--- config.mk ---
export PLATFORM = sky130hd
export DESIGN_NAME = jedro_1_ifu
export DESIGN_NICKNAME = d
export VERILOG_FILES = /design/src/rtl/jedro_1_defines.sv /design/src/rtl/jedro_1_ifu_fifo.sv /design/src/rtl/jedro_1_ifu.sv
export SDC_FILE = /design/constraint.sdc
export NUM_CORES = 1
export LEC_CHECK = 0
export BUFFER_PORTS_ARGS = -buffer_cell sky130_fd_sc_hd__buf_2
export CAP_MARGIN = 15
export CORE_ASPECT_RATIO = 1.75
export CORE_MARGIN = 3
export CORE_UTILIZATION = 50
export CTS_CLUSTER_DIAMETER = 150
export DETAILED_ROUTE_END_ITERATION = 10
export PLACE_DENSITY = 0.72
export SKIP_CTS_REPAIR_TIMING = 1
export SYNTH_ARGS = -nofsm -noshare
export SYNTH_HDL_FRONTEND = slang
export SYNTH_SLANG_ARGS = --single-unit
--- constraint.sdc ---
create_clock -name clk_i -period 2.1 [get_ports clk_i]
set_clock_uncertainty 0.1 [all_clocks]
set_input_delay 0.21 -clock clk_i [delete_from_list [all_inputs] [get_ports clk_i]]
set_output_delay 0.21 -clock clk_i [all_outputs]
set_load 0.01 [all_outputs]
--- src/rtl/jedro_1_defines.sv ---
// Shared definitions for the jedro_1 instruction fetch unit: default boot
// address, prefetch entry layout and instruction alignment mask.
package jedro_1_defines;

    localparam int unsigned IFU_ADDR_WIDTH = 32;
    localparam int unsigned IFU_DATA_WIDTH = 32;

    localparam logic [31:0] DEFAULT_BOOT_ADDR = 32'h0000_0000;
    localparam logic [31:0] INSTR_ALIGN_MASK  = 32'hFFFF_FFFC;

    typedef struct packed {
        logic [31:0] addr;
        logic [31:0] instr;
    } fetch_entry_t;

endpackage

--- src/rtl/jedro_1_ifu_fifo.sv ---
// Generic synchronous FIFO with push, pop, flush and occupancy count.
// Flush wins over push/pop; a push into a full FIFO is only accepted with a pop.
module jedro_1_ifu_fifo
    import jedro_1_defines::*;
#(
    parameter type         T     = fetch_entry_t,
    parameter int unsigned DEPTH = 4
) (
    input  logic                   clk_i,
    input  logic                   rstn_i,
    input  logic                   push_i,
    input  T                       data_i,
    input  logic                   pop_i,
    input  logic                   flush_i,
    output T                       data_o,
    output logic [$clog2(DEPTH):0] count_o
);

    localparam int unsigned PW = $clog2(DEPTH);
    localparam int unsigned CW = PW + 1;

    T               mem [DEPTH];
    logic [PW-1:0]  rd_ptr;
    logic [PW-1:0]  wr_ptr;
    logic [CW-1:0]  count;
    logic           do_push;
    logic           do_pop;

    assign do_pop  = pop_i && (count != '0);
    assign do_push = push_i && ((count != CW'(DEPTH)) || do_pop);

    assign data_o  = mem[rd_ptr];
    assign count_o = count;

    // Storage, pointers and occupancy.
    always_ff @(posedge clk_i or negedge rstn_i) begin
        if (!rstn_i) begin
            rd_ptr <= '0;
            wr_ptr <= '0;
            count  <= '0;
            for (int i = 0; i < int'(DEPTH); i++) begin
                mem[i] <= '0;
            end
        end else if (flush_i) begin
            rd_ptr <= '0;
            wr_ptr <= '0;
            count  <= '0;
        end else begin
            if (do_push) begin
                mem[wr_ptr] <= data_i;
                wr_ptr      <= wr_ptr + PW'(1);
            end
            if (do_pop) begin
                rd_ptr <= rd_ptr + PW'(1);
            end
            if (do_push && !do_pop) begin
                count <= count + CW'(1);
            end else if (do_pop && !do_push) begin
                count <= count - CW'(1);
            end
        end
    end

endmodule

--- src/rtl/jedro_1_ifu.sv ---
// jedro_1 instruction fetch unit: owns the fetch PC, issues sequential ROM
// reads under a credit limit, buffers words and handles jump redirects.
module jedro_1_ifu
    import jedro_1_defines::*;
#(
    parameter int unsigned           DATA_WIDTH = IFU_DATA_WIDTH,
    parameter int unsigned           ADDR_WIDTH = IFU_ADDR_WIDTH,
    parameter logic [ADDR_WIDTH-1:0] BOOT_ADDR  = DEFAULT_BOOT_ADDR,
    parameter int unsigned           FIFO_DEPTH = 4
) (
    input  logic                  clk_i,
    input  logic                  rstn_i,
    output logic [ADDR_WIDTH-1:0] instr_mem_addr_o,
    output logic                  instr_mem_en_o,
    input  logic [DATA_WIDTH-1:0] instr_mem_rdata_i,
    input  logic                  jmp_instr_i,
    input  logic [ADDR_WIDTH-1:0] jmp_addr_i,
    output logic [DATA_WIDTH-1:0] instr_o,
    output logic [ADDR_WIDTH-1:0] instr_addr_o,
    output logic                  instr_valid_o,
    input  logic                  decoder_ready_i
);

    localparam int unsigned CW = $clog2(FIFO_DEPTH) + 1;

    logic [ADDR_WIDTH-1:0] fetch_pc;
    logic [ADDR_WIDTH-1:0] inflight_addr_q;
    logic                  inflight_q;
    logic                  stale_q;
    logic [CW-1:0]         count;
    logic                  credit_ok;
    logic                  issue;
    logic                  push;
    logic                  pop;
    fetch_entry_t          push_entry;
    fetch_entry_t          head;

    // An in-flight word already owns a slot; same-cycle pops give no credit.
    always_comb begin
        credit_ok = (count + CW'(inflight_q)) < CW'(FIFO_DEPTH);
        issue     = rstn_i && !jmp_instr_i && credit_ok;
        push      = inflight_q && !stale_q;
        pop       = (count != '0) && decoder_ready_i;
        push_entry.addr  = inflight_addr_q;
        push_entry.instr = instr_mem_rdata_i;
    end

    assign instr_mem_addr_o = fetch_pc;
    assign instr_mem_en_o   = issue;
    assign instr_valid_o    = (count != '0);
    assign instr_o          = head.instr;
    assign instr_addr_o     = head.addr;

    // Fetch PC, outstanding-request tracking and stale-response marker.
    always_ff @(posedge clk_i or negedge rstn_i) begin
        if (!rstn_i) begin
            fetch_pc        <= BOOT_ADDR;
            inflight_q      <= 1'b0;
            inflight_addr_q <= '0;
            stale_q         <= 1'b0;
        end else begin
            if (jmp_instr_i) begin
                fetch_pc <= jmp_addr_i & INSTR_ALIGN_MASK[ADDR_WIDTH-1:0];
            end else if (issue) begin
                fetch_pc <= fetch_pc + ADDR_WIDTH'(4);
            end
            if (issue) begin
                inflight_addr_q <= fetch_pc;
            end
            inflight_q <= issue;
            stale_q    <= jmp_instr_i ? inflight_q : 1'b0;
        end
    end

    jedro_1_ifu_fifo #(
        .T     (fetch_entry_t),
        .DEPTH (FIFO_DEPTH)
    ) u_fifo (
        .clk_i   (clk_i),
        .rstn_i  (rstn_i),
        .push_i  (push),
        .data_i  (push_entry),
        .pop_i   (pop),
        .flush_i (jmp_instr_i),
        .data_o  (head),
        .count_o (count)
    );

endmodule

==> flow_summary.ini, run 1 <==
[outcome]
status = finished, violations left
violations = setup timing

[logic_synthesis]
ys_seq_area_share_pct = 52.3
synth_top_area_share_pct = 52.3
yosys_warnings = 0
synth_edf_count = 0
netlist_area_um2 = 15200
synthDistinctLibCells = 47
synth_ff_type = dfrtp_1
synth_top_cell_by_area = dfrtp_1
async_flop_share_pct = 100
avgSynthCellArea_um2 = 16.4
postSynthCellCount = 923
ys_ff_latch = 317
synthTopCellsByArea = dfrtp_1, mux2_4, mux4_2, mux2_2, buf_6

[min_path]
hold_depth = 5
worstHoldStart = decoder_ready_i
holdCritPathClass = in2reg

[detailed_routing]
viasPerCell = 5.56
drt_wl_total_mm = 36.2
dr_total_vias = 9002
drt-wirelength-per-cell_um = 22.4
firstDrtPassIters = 4
drt-initial-drc-count = 497
drtAntennaViolNets = 0
drc_errors = 0

[floorplan]
die_h_um = 236
start_util_pct = 51.2
ioPinCount = 166
die_area_um2 = 32500
core_area_um2 = 29600
row_count = 83
die_x_um = 138

[grt]
grt_max_degree = 198
grt_use_total_pct = 20.0
grt_pass1_vias = 9342
antenna_found_initial = 0
grt_first_pass_wirelength_mm = 52.0
overflow = 0

[worst_setup_path]
cp-endpoint = instr_o[0]
reg2reg_to = u_fifo.count_o[1]
crit_start = u_fifo.rd_ptr[0]
reg2reg_from = u_fifo.count_o[0]
worstPathArrival_ns = 2.08
reg2reg_setup_slack_ns = -0.08
critPathMaxFanout = 8
worst-r2r-cell-count = 6
worstPathRequired_ns = 1.79
critPathKind = reg2out
end_kind = output pin
start_kind = register

[power_and_ir_drop]
ir_drop_uv = 862
power.leakage_uw = 0.00876
powerDensity_nw_per_um2 = 1240

[timing]
finalWorstSetupSlack_ns = -0.291
setup_viol = 86
fmax_mhz = 418
setup_tns_ns = -15.71
rsz0062_at_grt = true
tightest_slew_ns = 1.06
drv_slew = 0
period_minus_slack_ns = 2.39
fin_crit_sh_pct = 114
relSlewSlack_pct = 29.5
hold_viol = 0

[layout]
area_growth_pct = 27.1
fillerInstances = 2001
drive_above_1_share_pct = 54.0
antenna_cells = 0
nets = 1293
fin_cells = 1620

[place]
dp_hpwl_mm = 21.1
dp.cells = 1470
portBuffers = 159
place_congestion = 0.804
dpl_worst_slack_ns = -0.0126

[cts]
h-tree-depth = 1
cts_root_buf = clkbuf_16
cts_buffers = 30
clkLatencyLatePin_ns = 0.56
path_clk_slew_ns = 0.06
cts_tree = yes
cts_sinks = 317
cts_max_path_buffers = 3

[run]
drv_cap = 0
synthesized netlist by cell type, types with 3 or more instances:
master    number
xnor2_1       11
nor3_1         5
buf_2         10
buf_6         29
inv_1          9
a21oi_1        5
o21ai_1        4
nor4_2         3
nand3_1       19
mux2_4       240
ha_1           5
buf_4          4
nor2_1        15
or3_1          7
buf_1          3
dfrtp_1      317
nand4_1        6
nand2_1       34
and3_1         6
a31oi_1        6
mux4_2        62
o21ai_0       24
mux2_2        36
mux2_1         4
clkbuf_1      14
and2_1         4
xor2_1        16
state kept, by name, summed over array words and instances (netlist names):
register	cells
inflight_addr_q	30
u_fifo.mem	248
u_fifo.count_o	3
inflight_q	1
stale_q	1
u_fifo.wr_ptr	2
instr_mem_addr_o	30
u_fifo.rd_ptr	2
worst min-delay path by stage:
stage	endpoint	slack, ns
detailed placement	instr_mem_addr_o[2]	-0.06
CTS	instr_mem_addr_o[2]	-0.66
floorplan	inflight_addr_q[10]	-0.19
global placement	instr_mem_addr_o[2]	-0.06
finish	u_fifo.rd_ptr[0]	0.08
global route	u_fifo.rd_ptr[0]	0.11
power by group:
part           internal, µW  total, µW  switching, µW
Combinational          6000       9460           3470
Sequential             7830       9160           1330
Clock                  2980       5330           2340
worst max-delay path: stages (launching register included):
cell and delay, ns:
dfrtp_4 0.50, buf_8 0.16, clkbuf_16 0.18, mux4_2 0.53
buf_6 0.14
routing by layer:
metal	vias to the layer above	wire length, µm	GRT usage [%]
met5	-	0	0
met4	0	941	5.66
met3	64	1250	2.16
met2	223	19200	34.4
met1	4751	14900	26.8
li1	3964	-	-
metrics by stage:
stage / total power [µW] / hold WS (ns) / instance area [µm²] / util (%)
after floorplan: 14100 / -0.186 / 15200 / -
after global placement: 16500 / -0.0622 / 16700 / 56.5
after detailed placement: 16700 / -0.0619 / 16700 / 56.5
after CTS: 22100 / -0.662 / 17700 / 59.7
after global routing: 25100 / 0.106 / 19300 / 65.1
final: 24000 / 0.0844 / 19300 / 65.1
layout by cell type (no fill, tap or decap), drive strengths merged, types with 2 or more instances in the layout:
cell         netlist  routed
xor2              16      16
buf               46     243
xnor2             11      11
a211oi             3       3
or3                8       8
mux2             280     280
nor4               7       7
dfrtp            317     317
nor2              16      16
clkbuf            14      55
o21ai             28      28
conb               1       4
nand2             35      35
inv                9      10
and3               6       8
clkinv             0       5
nor3               5       5
nand4              9       9
nand3             19      19
mux4              62      62
dlygate4sd3        0      64
a21oi              5       5
ha                 5       5
mux2i              2       2
a31oi              6       6
and2               4       4
cell type report:
cell class,instances,area [µm²],area share (%)
sequential,317,7940,41.2
tap,382,478,2.48
clock inverter,8,71.3,0.370
clock buffer,43,871,4.52
timing repair buffer,319,3020,15.7
multi-input combinational,542,6850,35.5
inverter,9,33.8,0.175
cell families (layout without fill, tap and decap cells):
group                    after synthesis  count (layout)  share of synthesized area [%]
AND/OR/NAND/NOR                      114             116                           4.44
adder cells (fa/ha/maj)                6               6                          0.545
buffers and inverters                 69             379                           3.33
flip-flops                           317             317                           52.3
multiplexers                         344             344                           36.1
XOR/XNOR                              27              27                           1.56
AO/OA/AOI/OAI                         45              45                           1.72
other                                  1               4                         0.0247
Note: power is estimated with default switching activity, not from simulation.
==> run 2, diff against run 1 <==
--- a/config.mk
+++ b/config.mk
@@ -9,10 +9,9 @@
 export CAP_MARGIN = 15
 export CORE_ASPECT_RATIO = 1.75
 export CORE_MARGIN = 3
-export CORE_UTILIZATION = 50
+export CORE_UTILIZATION = 34
 export CTS_CLUSTER_DIAMETER = 150
 export DETAILED_ROUTE_END_ITERATION = 10
-export PLACE_DENSITY = 0.72
 export SKIP_CTS_REPAIR_TIMING = 1
 export SYNTH_ARGS = -nofsm -noshare
 export SYNTH_HDL_FRONTEND = slang
==> flow_summary.ini, run 2 (synthesis results as in run 1) <==
[outcome]
status = finished, violations left
violations = setup timing

[layout]
final_common_cell = dfrtp_1
largest_register_ffs = 248
area_growth_pct = 29.5
fin_cells = 1805
drive_above_1_share_pct = 54.3
layout_common_cells = dfrtp_1, mux2_4, buf_2
nets = 1290
top_register = u_fifo.mem
antenna_cells = 0
final_util_pct = 44.9

[power_and_ir_drop]
clock_power_share_pct = 24.2
powerDensity_nw_per_um2 = 1230
combinationalPowerShare_pct = 38.2
switching_power_uw = 7240
ir_drop_uv = 683
total_power_uw = 24200
p_seq_share_pct = 37.5
internal_power_uw = 17000
power.leakage_uw = 0.00881
p_sw_share_pct = 29.9

[floorplan]
core_area_um2 = 43700
die_h_um = 285
row_count = 101
ioPinCount = 166
die_area_um2 = 47300
die_x_um = 166
start_util_pct = 34.7

[timing]
fmax_mhz = 432
finalWorstSetupSlack_ns = -0.216
setup_viol = 64
period_minus_slack_ns = 2.32
setup_tns_ns = -10.16
rsz0062_at_grt = true
tightest_slew_ns = 0.877
drv_slew = 0
hold_viol = 0
relSlewSlack_pct = 41.5
fin_crit_sh_pct = 110

[detailed_routing]
drt-initial-drc-count = 446
wl_met1_mm = 16.0
dr_wl_met2_mm = 19.9
dr_total_vias = 8782
wl_met3_mm = 1.19
drt_wl_total_mm = 38.1
firstDrtPassIters = 4
top_layer = met4
drt-wirelength-per-cell_um = 21.1
drc_errors = 0
drtAntennaViolNets = 0
viasPerCell = 4.87

[worst_setup_path]
worstPathArrival_ns = 2.01
end_kind = output pin
critPathMaxFanout = 7
critPathKind = reg2out
start_kind = register
reg2reg_setup_slack_ns = -0.12
worstPathRequired_ns = 1.79

[cts]
cts_buffers = 34
h-tree-depth = 2
cts_sinks = 317
cts_root_buf = clkbuf_16
path_clk_slew_ns = 0.06
cts_tree = yes
clkLatencyLatePin_ns = 0.53
cts_max_path_buffers = 3

[grt]
grt_first_pass_wirelength_mm = 55.6
overflow = 0
grt_pass1_vias = 9319
grt_use_total_pct = 14.6
grt_max_degree = 158
antenna_found_initial = 0

[place]
dpl_worst_slack_ns = 0.00275
place_congestion = 0.742
portBuffers = 159
dp.cells = 1650
dp_hpwl_mm = 22.9

[min_path]
holdCritPathClass = in2async

[run]
drv_cap = 0
-- run 2: power groups by stage --
stage	combinational, µW	clock, µW	sequential, µW
after floorplan	5360	0	8770
after global placement	7660	0	9070
after detailed placement	7780	0	9150
after CTS	7800	6070	9090
after global routing	9880	6310	9330
final	9260	5860	9090
-- run 2: critical path, cell delays in order (launching register included) --
cell and delay [ns]:
dfrtp_4 0.45, buf_6 0.14, buf_16 0.15, mux4_2 0.58
buf_6 0.16
-- run 2: path summary, 6_finish.rpt --
kind | end | depth (start not counted) | from
worst max-delay path | instr_addr_o[3] | 4 | u_fifo.rd_ptr[0]
worst min-delay path | instr_mem_addr_o[16] | 2 | rstn_i
worst max register to register | u_fifo.count_o[1] | 6 | u_fifo.count_o[0]
worst min register to register | u_fifo.mem[130] | 1 | u_fifo.mem[130]
max in group asynchronous | u_fifo.mem[138] | 3 | rstn_i
min in group clk_i | u_fifo.rd_ptr[0] | 5 | decoder_ready_i
-- run 2: layout make-up --
class	count	area, µm²
clock buffers	47	960
clock inverters	12	104
well taps	566	708
inverters	9	33.8
flip-flops and latches	317	7940
fillers	3923	24100
multi-input cells	541	6840
repair buffers	313	3040
-- run 2: routing by layer --
layer | up-vias | GRT usage (%)
li1 | 3959 | -
met4 | 0 | 4.18
met3 | 56 | 2.05
met2 | 172 | 25.7
met5 | - | 0
met1 | 4595 | 18.8
-- run 2: per-stage QoR --
stage | instance area (µm²) | hold WS, ns
5_1_grt | 19600 | 0.0282
4_1_cts | 18000 | -0.602
3_5_place_dp | 17000 | -0.0284
6_report | 19600 | 0.0210
2_1_floorplan | 15200 | -0.186
3_3_place_gp | 17000 | -0.0307
==> run 3, diff against run 2 <==
--- a/config.mk
+++ b/config.mk
@@ -10,6 +10,7 @@
 export CORE_ASPECT_RATIO = 1.75
 export CORE_MARGIN = 3
 export CORE_UTILIZATION = 34
+export CTS_BUF_LIST = sky130_fd_sc_hd__clkbuf_4
 export CTS_CLUSTER_DIAMETER = 150
 export DETAILED_ROUTE_END_ITERATION = 10
 export SKIP_CTS_REPAIR_TIMING = 1
==> flow_summary.ini, run 3 (synthesis results as in run 1) <==
[outcome]
status = finished, violations left
violations = setup timing

[layout]
largest_register_ffs = 248
final_common_cell = dfrtp_1
top_register = u_fifo.mem
layout_common_cells = dfrtp_1, mux2_4, buf_2
area_growth_pct = 31.2
final_util_pct = 45.5
drive_above_1_share_pct = 55.4
nets = 1366

[grt]
grt_first_pass_wirelength_mm = 56.7
overflow = 0
antenna_found_initial = 1
grt_pass1_vias = 9809
grt_max_degree = 158
grt_use_total_pct = 15.0

[floorplan]
start_util_pct = 34.7
die_h_um = 285
core_area_um2 = 43700
row_count = 101
die_x_um = 166
ioPinCount = 166
die_area_um2 = 47300

[worst_setup_path]
critPathMaxFanout = 7
reg2reg_from = u_fifo.count_o[1]
worstPathRequired_ns = 1.79
start_kind = register
critPathKind = reg2out
reg2reg_setup_slack_ns = -0.15
worstPathArrival_ns = 2.23
reg2reg_to = u_fifo.count_o[1]
end_kind = output pin
worst-r2r-cell-count = 7

[detailed_routing]
dr_total_vias = 9255
drt_wl_total_mm = 39.0
drt-wirelength-per-cell_um = 20.3
firstDrtPassIters = 4
drc_errors = 0
viasPerCell = 4.82
drt-initial-drc-count = 351
drtAntennaViolNets = 0

[power_and_ir_drop]
total_power_uw = 23900
power.leakage_uw = 0.00900
powerDensity_nw_per_um2 = 1200
ir_drop_uv = 569

[timing]
setup_viol = 269
tightest_slew_ns = 0.937
relSlewSlack_pct = 37.5
fin_crit_sh_pct = 121
period_minus_slack_ns = 2.54
fmax_mhz = 394
finalWorstSetupSlack_ns = -0.441
rsz0062_at_grt = true
drv_slew = 0
hold_viol = 0

[cts]
cts_root_buf = clkbuf_4
path_clk_slew_ns = 0.07
cts_buffers = 83
h-tree-depth = 3
cts_tree = yes
clkLatencyLatePin_ns = 0.74
cts_sinks = 317
cts_max_path_buffers = 3

[place]
portBuffers = 159
place_congestion = 0.742
dp_hpwl_mm = 22.9

[run]
drv_cap = 0

[min_path]
holdCritPathClass = in2async
-- run 3: cell count changes in the layout (fill, tap and decap cells not counted), sizes merged --
cell	delta
dlygate4sd3	+23
bufinv	+1
buf	+2
diode	+1
and3	-1
clkinv	+19
clkbuf	+68
clkinvlp	+3
-- run 3: critical path: stages (launching register included) --
cell and delay (ns):
dfrtp_4 0.52, buf_12 0.15, buf_16 0.14, mux4_2 0.50, buf_6 0.16
-- run 3: how the worst max path moves through the flow --
stage,from,to
2_1_floorplan,u_fifo.count_o[0],u_fifo.count_o[1]
3_3_place_gp,u_fifo.count_o[1],u_fifo.count_o[2]
3_5_place_dp,u_fifo.count_o[1],u_fifo.count_o[2]
4_1_cts,u_fifo.count_o[0],instr_mem_en_o
5_1_grt,u_fifo.rd_ptr[0],instr_o[23]
6_report,u_fifo.rd_ptr[0],instr_addr_o[3]
-- run 3: report_power, final --
group / internal (µW) / total (µW) / switching (µW)
clock: 2750 / 5440 / 2690
sequential: 7830 / 9080 / 1250
combinational: 5860 / 9360 / 3500
-- run 3: area by class of cell --
class,instances,area [µm²]
tap,566,708
multi-input combinational,540,6820
timing repair buffer,341,3350
inverter,9,33.8
antenna,1,2.50
fill,3955,23800
sequential,317,7940
clock inverter,35,205
clock buffer,112,841
-- run 3: per-layer routing --
| layer | up-vias | GRT usage [%] | part of all wire (%) |
|---|---|---|---|
| met5 | - | 0 | 0 |
| met4 | 0 | 6.04 | 3.2 |
| met3 | 78 | 3.05 | 4.3 |
| met2 | 253 | 25.8 | 52 |
| met1 | 4756 | 18.6 | 41 |
| li1 | 4168 | - | - |
-- run 3: through the flow --
| stage | hold slack, ns | instances | area, µm² | TNS (ns) | setup WS (ns) |
|---|---|---|---|---|---|
| 3_3_place_gp | -0.0307 | 1650 | 17000 | -0.0421 | -0.0421 |
| 4_1_cts | -0.896 | 1797 | 18000 | -31.50 | -0.606 |
| 6_report | 0.126 | 1921 | 19900 | -30.01 | -0.441 |
| 3_5_place_dp | -0.0284 | 1650 | 17000 | 0 | 0.00275 |
| 2_1_floorplan | -0.186 | 926 | 15200 | 0 | 0.0202 |
| 5_1_grt | 0.0625 | 1921 | 19900 | -66.20 | -0.554 |
